$ cat src/rtl/gpio_port_out_pulse.sv
// GPIO output port with per-channel MODE polarity, STATE register and optional pulse generators.
// Optional feature macro: GPIO_PORT_OUT_PULSE_EN (PULSE_LEN register, per-channel counters,
// PULSE_START). Without it, addresses 0x5/0x6 are ignored and pulse_active is constant 0.
// Writes are two-cycle handshakes: write_single is sampled into a 3-bit history and a write
// commits once, on the edge where the history reads 3'b011, using registered addr/data.
module gpio_port_out_pulse #(
  parameter int unsigned           PORT_WIDTH     = 32,
  parameter int unsigned           PULSE_CNT_W    = 16,
  parameter logic [PORT_WIDTH-1:0] MODE_INIT_VAL  = '1,
  parameter logic [PORT_WIDTH-1:0] STATE_INIT_VAL = '0
) (
  input  logic                    sys_clk,
  input  logic                    sys_rst,
  input  logic                    write_single,
  input  logic [3:0]              write_addr,
  input  logic [31:0]             write_data,
  output logic [4*PORT_WIDTH-1:0] readable_reg_extern,
  output logic [PORT_WIDTH-1:0]   port_really_out
);

  localparam logic [3:0] AddrMode   = 4'h0;
  localparam logic [3:0] AddrState  = 4'h1;
  localparam logic [3:0] AddrSet    = 4'h2;
  localparam logic [3:0] AddrClr    = 4'h3;
  localparam logic [3:0] AddrToggle = 4'h4;

  // Reset value of the port: STATE_INIT_VAL passed straight through where MODE is 1, else inverted.
  localparam logic [PORT_WIDTH-1:0] PortInitVal = ~(MODE_INIT_VAL ^ STATE_INIT_VAL);

  logic [2:0]            hist_q;
  logic [3:0]            addr_q;
  logic [31:0]           data_q;
  logic                  commit;
  logic [PORT_WIDTH-1:0] mode_q, mode_d;
  logic [PORT_WIDTH-1:0] state_q, state_d;
  logic [PORT_WIDTH-1:0] port_q, port_d;
  logic [PORT_WIDTH-1:0] pulse_active;

  // Single-edge commit: fires only on the rising history 0->1->1, so a long request commits once.
  assign commit = (hist_q == 3'b011);

  // Request history and registered write address/data.
  always_ff @(posedge sys_clk or posedge sys_rst) begin
    if (sys_rst) begin
      hist_q <= '0;
      addr_q <= '0;
      data_q <= '0;
    end else begin
      hist_q <= {hist_q[1:0], write_single};
      addr_q <= write_addr;
      data_q <= write_data;
    end
  end

  // MODE and STATE register updates on a committed write.
  always_comb begin
    mode_d  = mode_q;
    state_d = state_q;
    if (commit) begin
      case (addr_q)
        AddrMode:   mode_d  = data_q[PORT_WIDTH-1:0];
        AddrState:  state_d = data_q[PORT_WIDTH-1:0];
        AddrSet:    state_d = state_q | data_q[PORT_WIDTH-1:0];
        AddrClr:    state_d = state_q & ~data_q[PORT_WIDTH-1:0];
        AddrToggle: state_d = state_q ^ data_q[PORT_WIDTH-1:0];
        default:    ;
      endcase
    end
  end

`ifdef GPIO_PORT_OUT_PULSE_EN
  localparam logic [3:0]             AddrPulseLen   = 4'h5;
  localparam logic [3:0]             AddrPulseStart = 4'h6;
  localparam logic [PULSE_CNT_W-1:0] CntOne         = 1;

  logic [PULSE_CNT_W-1:0] pulse_len_q, pulse_len_d;
  logic [PULSE_CNT_W-1:0] cnt_q [PORT_WIDTH];
  logic [PULSE_CNT_W-1:0] cnt_d [PORT_WIDTH];

  // Pulse length register and per-channel counters; a start reloads (retriggers) the counter,
  // and a zero length leaves the counter untouched.
  always_comb begin
    pulse_len_d = pulse_len_q;
    if (commit && (addr_q == AddrPulseLen)) begin
      pulse_len_d = data_q[PULSE_CNT_W-1:0];
    end
    for (int i = 0; i < int'(PORT_WIDTH); i++) begin
      pulse_active[i] = (cnt_q[i] != '0);
      cnt_d[i]        = cnt_q[i];
      if (commit && (addr_q == AddrPulseStart) && data_q[i] && (pulse_len_q != '0)) begin
        cnt_d[i] = pulse_len_q;
      end else if (cnt_q[i] != '0) begin
        cnt_d[i] = cnt_q[i] - CntOne;
      end
    end
  end

  // Pulse state flops.
  always_ff @(posedge sys_clk or posedge sys_rst) begin
    if (sys_rst) begin
      pulse_len_q <= '0;
      for (int i = 0; i < int'(PORT_WIDTH); i++) begin
        cnt_q[i] <= '0;
      end
    end else begin
      pulse_len_q <= pulse_len_d;
      cnt_q       <= cnt_d;
    end
  end
`else
  assign pulse_active = '0;
`endif

  // Output level: STATE or an active pulse, with MODE selecting direct (1) or inverted (0).
  always_comb begin
    port_d = ~(mode_q ^ (state_q | pulse_active));
  end

  // Control registers and the registered port output.
  always_ff @(posedge sys_clk or posedge sys_rst) begin
    if (sys_rst) begin
      mode_q  <= MODE_INIT_VAL;
      state_q <= STATE_INIT_VAL;
      port_q  <= PortInitVal;
    end else begin
      mode_q  <= mode_d;
      state_q <= state_d;
      port_q  <= port_d;
    end
  end

  assign port_really_out     = port_q;
  assign readable_reg_extern = {pulse_active, port_q, state_q, mode_q};

endmodule

$ cat config.mk
export PLATFORM = sky130hd
export DESIGN_NAME = gpio_port_out_pulse
export DESIGN_NICKNAME = d
export VERILOG_FILES = /design/src/rtl/gpio_port_out_pulse.sv
export SDC_FILE = /design/constraint.sdc
export NUM_CORES = 1
export LEC_CHECK = 0
export CORE_ASPECT_RATIO = 0.7
export CORE_UTILIZATION = 53
export CTS_CLUSTER_DIAMETER = 50
export DETAILED_ROUTE_END_ITERATION = 10
export MAX_ROUTING_LAYER = met4
export PLACE_DENSITY = 0.95
export SLEW_MARGIN = 0
export SYNTH_ARGS = -nofsm -noshare
export SYNTH_HDL_FRONTEND = slang
export SYNTH_SLANG_ARGS = --single-unit
export TNS_END_PERCENT = 30
$ cat constraint.sdc
create_clock -name sys_clk -period 8.1 [get_ports sys_clk]
set_clock_uncertainty 0.1 [all_clocks]
set_input_delay 1.62 -clock sys_clk [delete_from_list [all_inputs] [get_ports sys_clk]]
set_output_delay 1.62 -clock sys_clk [all_outputs]
set_load 0.05 [all_outputs]
==> results.tsv <==
stage	metric	value	unit
outcome	status	completed	
setup_path	cp-start-kind	flip-flop	
setup_path	cp.arrival	1.80	ns
finish	drive_above_1_share	14.25	%
setup_path	end_kind	output pin	
setup_path	cp.depth	1	
pwr	p_comb_share	43.4	%
setup_path	critical_path_class	reg2out	
global_routing	grt_pass1_vias	5023	
place	gp_congestion	0.7400	
yosys	syn-instance-count	634	
global_routing	grt_max_degree	73	
timing	fmax	0.2845	GHz
timing	min_period	3.515	ns
setup_path	critPathMaxStageDelay	0.82	ns
timing	slew_headroom	25.29	%
pwr	total_power	3167	uW
finish	fin_nets	855	
pwr	p_sw_share	42.56	%
setup_path	cp-startpoint	mode_q[18]$_DFFE_PP1P_	
route	vias_per_cell	5.305	
yosys	async_flop_share	100.0	%
finish	syn2layout_area_growth	27.22	%
worst_hold_path	hold_start	hist_q[1]$_DFF_PP0_	
setup_path	required	6.38	ns
yosys	netlist_area	7340	sq um
timing	fin_tns_setup	0	ns
pwr	clockPowerShare	25.9	%
timing	setup_ws	4.585	ns
setup_path	critPathSlowestCell	clkdlybuf4s50_1	
die	die_area	14330	sq um
timing	fin_crit_sh	43.40	%
setup_path	cp_top_family	buffers and inverters	
clocking	cts.repair_timing.setup_buffer_count	0	
finish	fin_util	70.14	%
setup_path	crit_chain	clkdlybuf4s50_1	
clocking	cts.clk_slew.worst_paths	0.06	ns
yosys	yosysTopAreaCellShare	35.12	%
yosys	synth_seq_area_share	46.57	%
finish	layoutNonFillerInstCount	950	
die	die_y	100.5	microns
timing	hold_viol	0	
yosys	synth_warnings	0	
die	io_pins	199	
yosys	ys_top_cells_by_area	dfrtp_1 35%, dfstp_2 11%, ha_1 11%	
timing	worstMarginPinSlew	1.121	ns
yosys	synth-edff-count	0	
clocking	cts_tree	built	
yosys	ys.flop_type	dfrtp_1	
route	route.vias.total	5040	
clocking	ctsHoldBuffers	0	
setup_path	path_max_fanout	3	
worst_hold_path	min_path_cells	0	
clocking	numClockSinks	135	
timing	finalSetupViolCount	0	
clocking	clk_latency	0.42	ns
yosys	ys_ff_latch	135	
job	cap_viol_max_count	0	
clocking	ctsResizeCount	0	
route	final_antenna_net_count	0	
pwr	intPower	1819	uW
place	hpwl	10320	microns
pwr	ir_worst_vdd	0.2158	mV
global_routing	antenna_found_initial	0	
place	dpl.cell_count	918	
setup_path	r2r-start	addr_q[0]$_DFF_PP0_	
global_routing	grt_usage	24.20	%
pwr	p_leak	0.004109	uW
timing	drv_slew	0	
place	io_buffers	166	
route	drc_errors	0	
route	drtPass1Iterations	5	
die	start_util	55.13	%
clocking	cts_max_level	4	
clocking	numCtsBuffers	17	
die	core_area	13310	sq um
yosys	avgSynthCellArea	11.58	sq um
finish	diodes	0	
pwr	p_per_area	339.1	nW/um^2
clocking	ctsLongestPathBuffers	2	
yosys	synth_cell_types	29	
global_routing	grt_overflow_total	0	
place	preCtsSetupSlack	4.463	ns
timing	rsz0062_at_grt	false	
global_routing	grt_pass1_wl	25520	microns
yosys	synth_commonest_cells	103 x dfrtp_1, 67 x buf_4, 65 x inv_1	
setup_path	r2r_cells	3	
pwr	switchingPower	1348	uW
clocking	cts_root_buffer	clkbuf_16	
route	drt_iter0_drc	256	
worst_hold_path	hold_class	reg2reg	
yosys	synth_top_cell_by_area	dfrtp_1	
die	rows	35	
pwr	sequentialPowerShare	30.7	%
setup_path	cp_num_buf_inv	1	
die	die_w	142.7	microns
route	drt-wirelength-per-cell	16.65	microns
route	wl	15810	microns
yosys	yosysMostFrequentCell	dfrtp_1	
[layer usage]
layer	vias to the layer above	track usage, %	routed length (microns)
met2	211	37.63	7707
li1	2301	-	-
met3	18	5.748	1301
met5	-	-	0
met4	0	9.016	123
met1	2510	30.94	6681
[kinds of logic after synthesis]
group / Yosys count / synth area share [%]
buffers and inverters: 168 / 12.99
other: 1 / 0.05109
AND/OR/NAND/NOR: 105 / 8.847
AO/OA/AOI/OAI: 97 / 11.90
XOR/XNOR: 32 / 3.819
multiplexers: 32 / 4.910
adder cells (fa/ha/maj): 64 / 10.91
flip-flops: 135 / 46.57
[power by group through the flow]
stage                     combinational (uW)  sequential, uW  clock (uW)
after detailed placement                1380             981           0
final                                   1380             971         820
after global routing                    1440             994         864
after floorplan                          600            1390           0
after global placement                  1350             978           0
after CTS                               1380             973         834
[layout by cell type, fill, tap and decap left out, drive strengths merged]
cell and count:
a31oi 64, a32oi 32, and3 1, and4bb 1
buf 5, bufinv 4, clkbuf 20, clkdlybuf4s50 166
clkinv 5, clkinvlp 3, conb 32, dfrtp 103
dfstp 32, ha 64, inv 65, mux2 32
nand2 1, nand2b 64, nand3 32, nor3 1
nor3b 1, nor4b 1, o21ai 1, or3 1
or3b 1, or4b 1, xnor2 32
[path summary, 6_finish.rpt]
path | end | slack, ns
min | hist_q[2]$_DFF_PP0_ | 0.28
min reg2reg | hist_q[2]$_DFF_PP0_ | 0.28
max reg2reg | state_q[24]$_DFFE_PP0P_ | 4.78
max | readable_reg_extern[18] | 4.58
min in group asynchronous | data_q[28]$_DFF_PP0_ | 1.56
max in group asynchronous | addr_q[0]$_DFF_PP0_ | 4.99
[sequential cells by signal, summed over array words and instances (netlist names)]
register / flops
mode_q: 32
state_q: 32
port_really_out: 32
data_q: 32
hist_q: 3
addr_q: 4
[final cells by class]
cell class	instances	area (sq um)
repair buffers	171	1699
clock buffers	20	456.7
inverters	65	249.0
well taps	185	231.5
clock inverters	12	175.2
flip-flops and latches	135	3420
fillers	953	3975
multi-input cells	362	3107
[through the flow]
step | hold WS [ns] | instance area [sq um]
finish | 0.2777 | 9338
floorplan | 0.2463 | 7456
global placement | 0.2486 | 8706
CTS | 0.2809 | 9338
detailed placement | 0.2677 | 8706
global route | 0.2809 | 9338
Power figures use the tool's default switching activity.
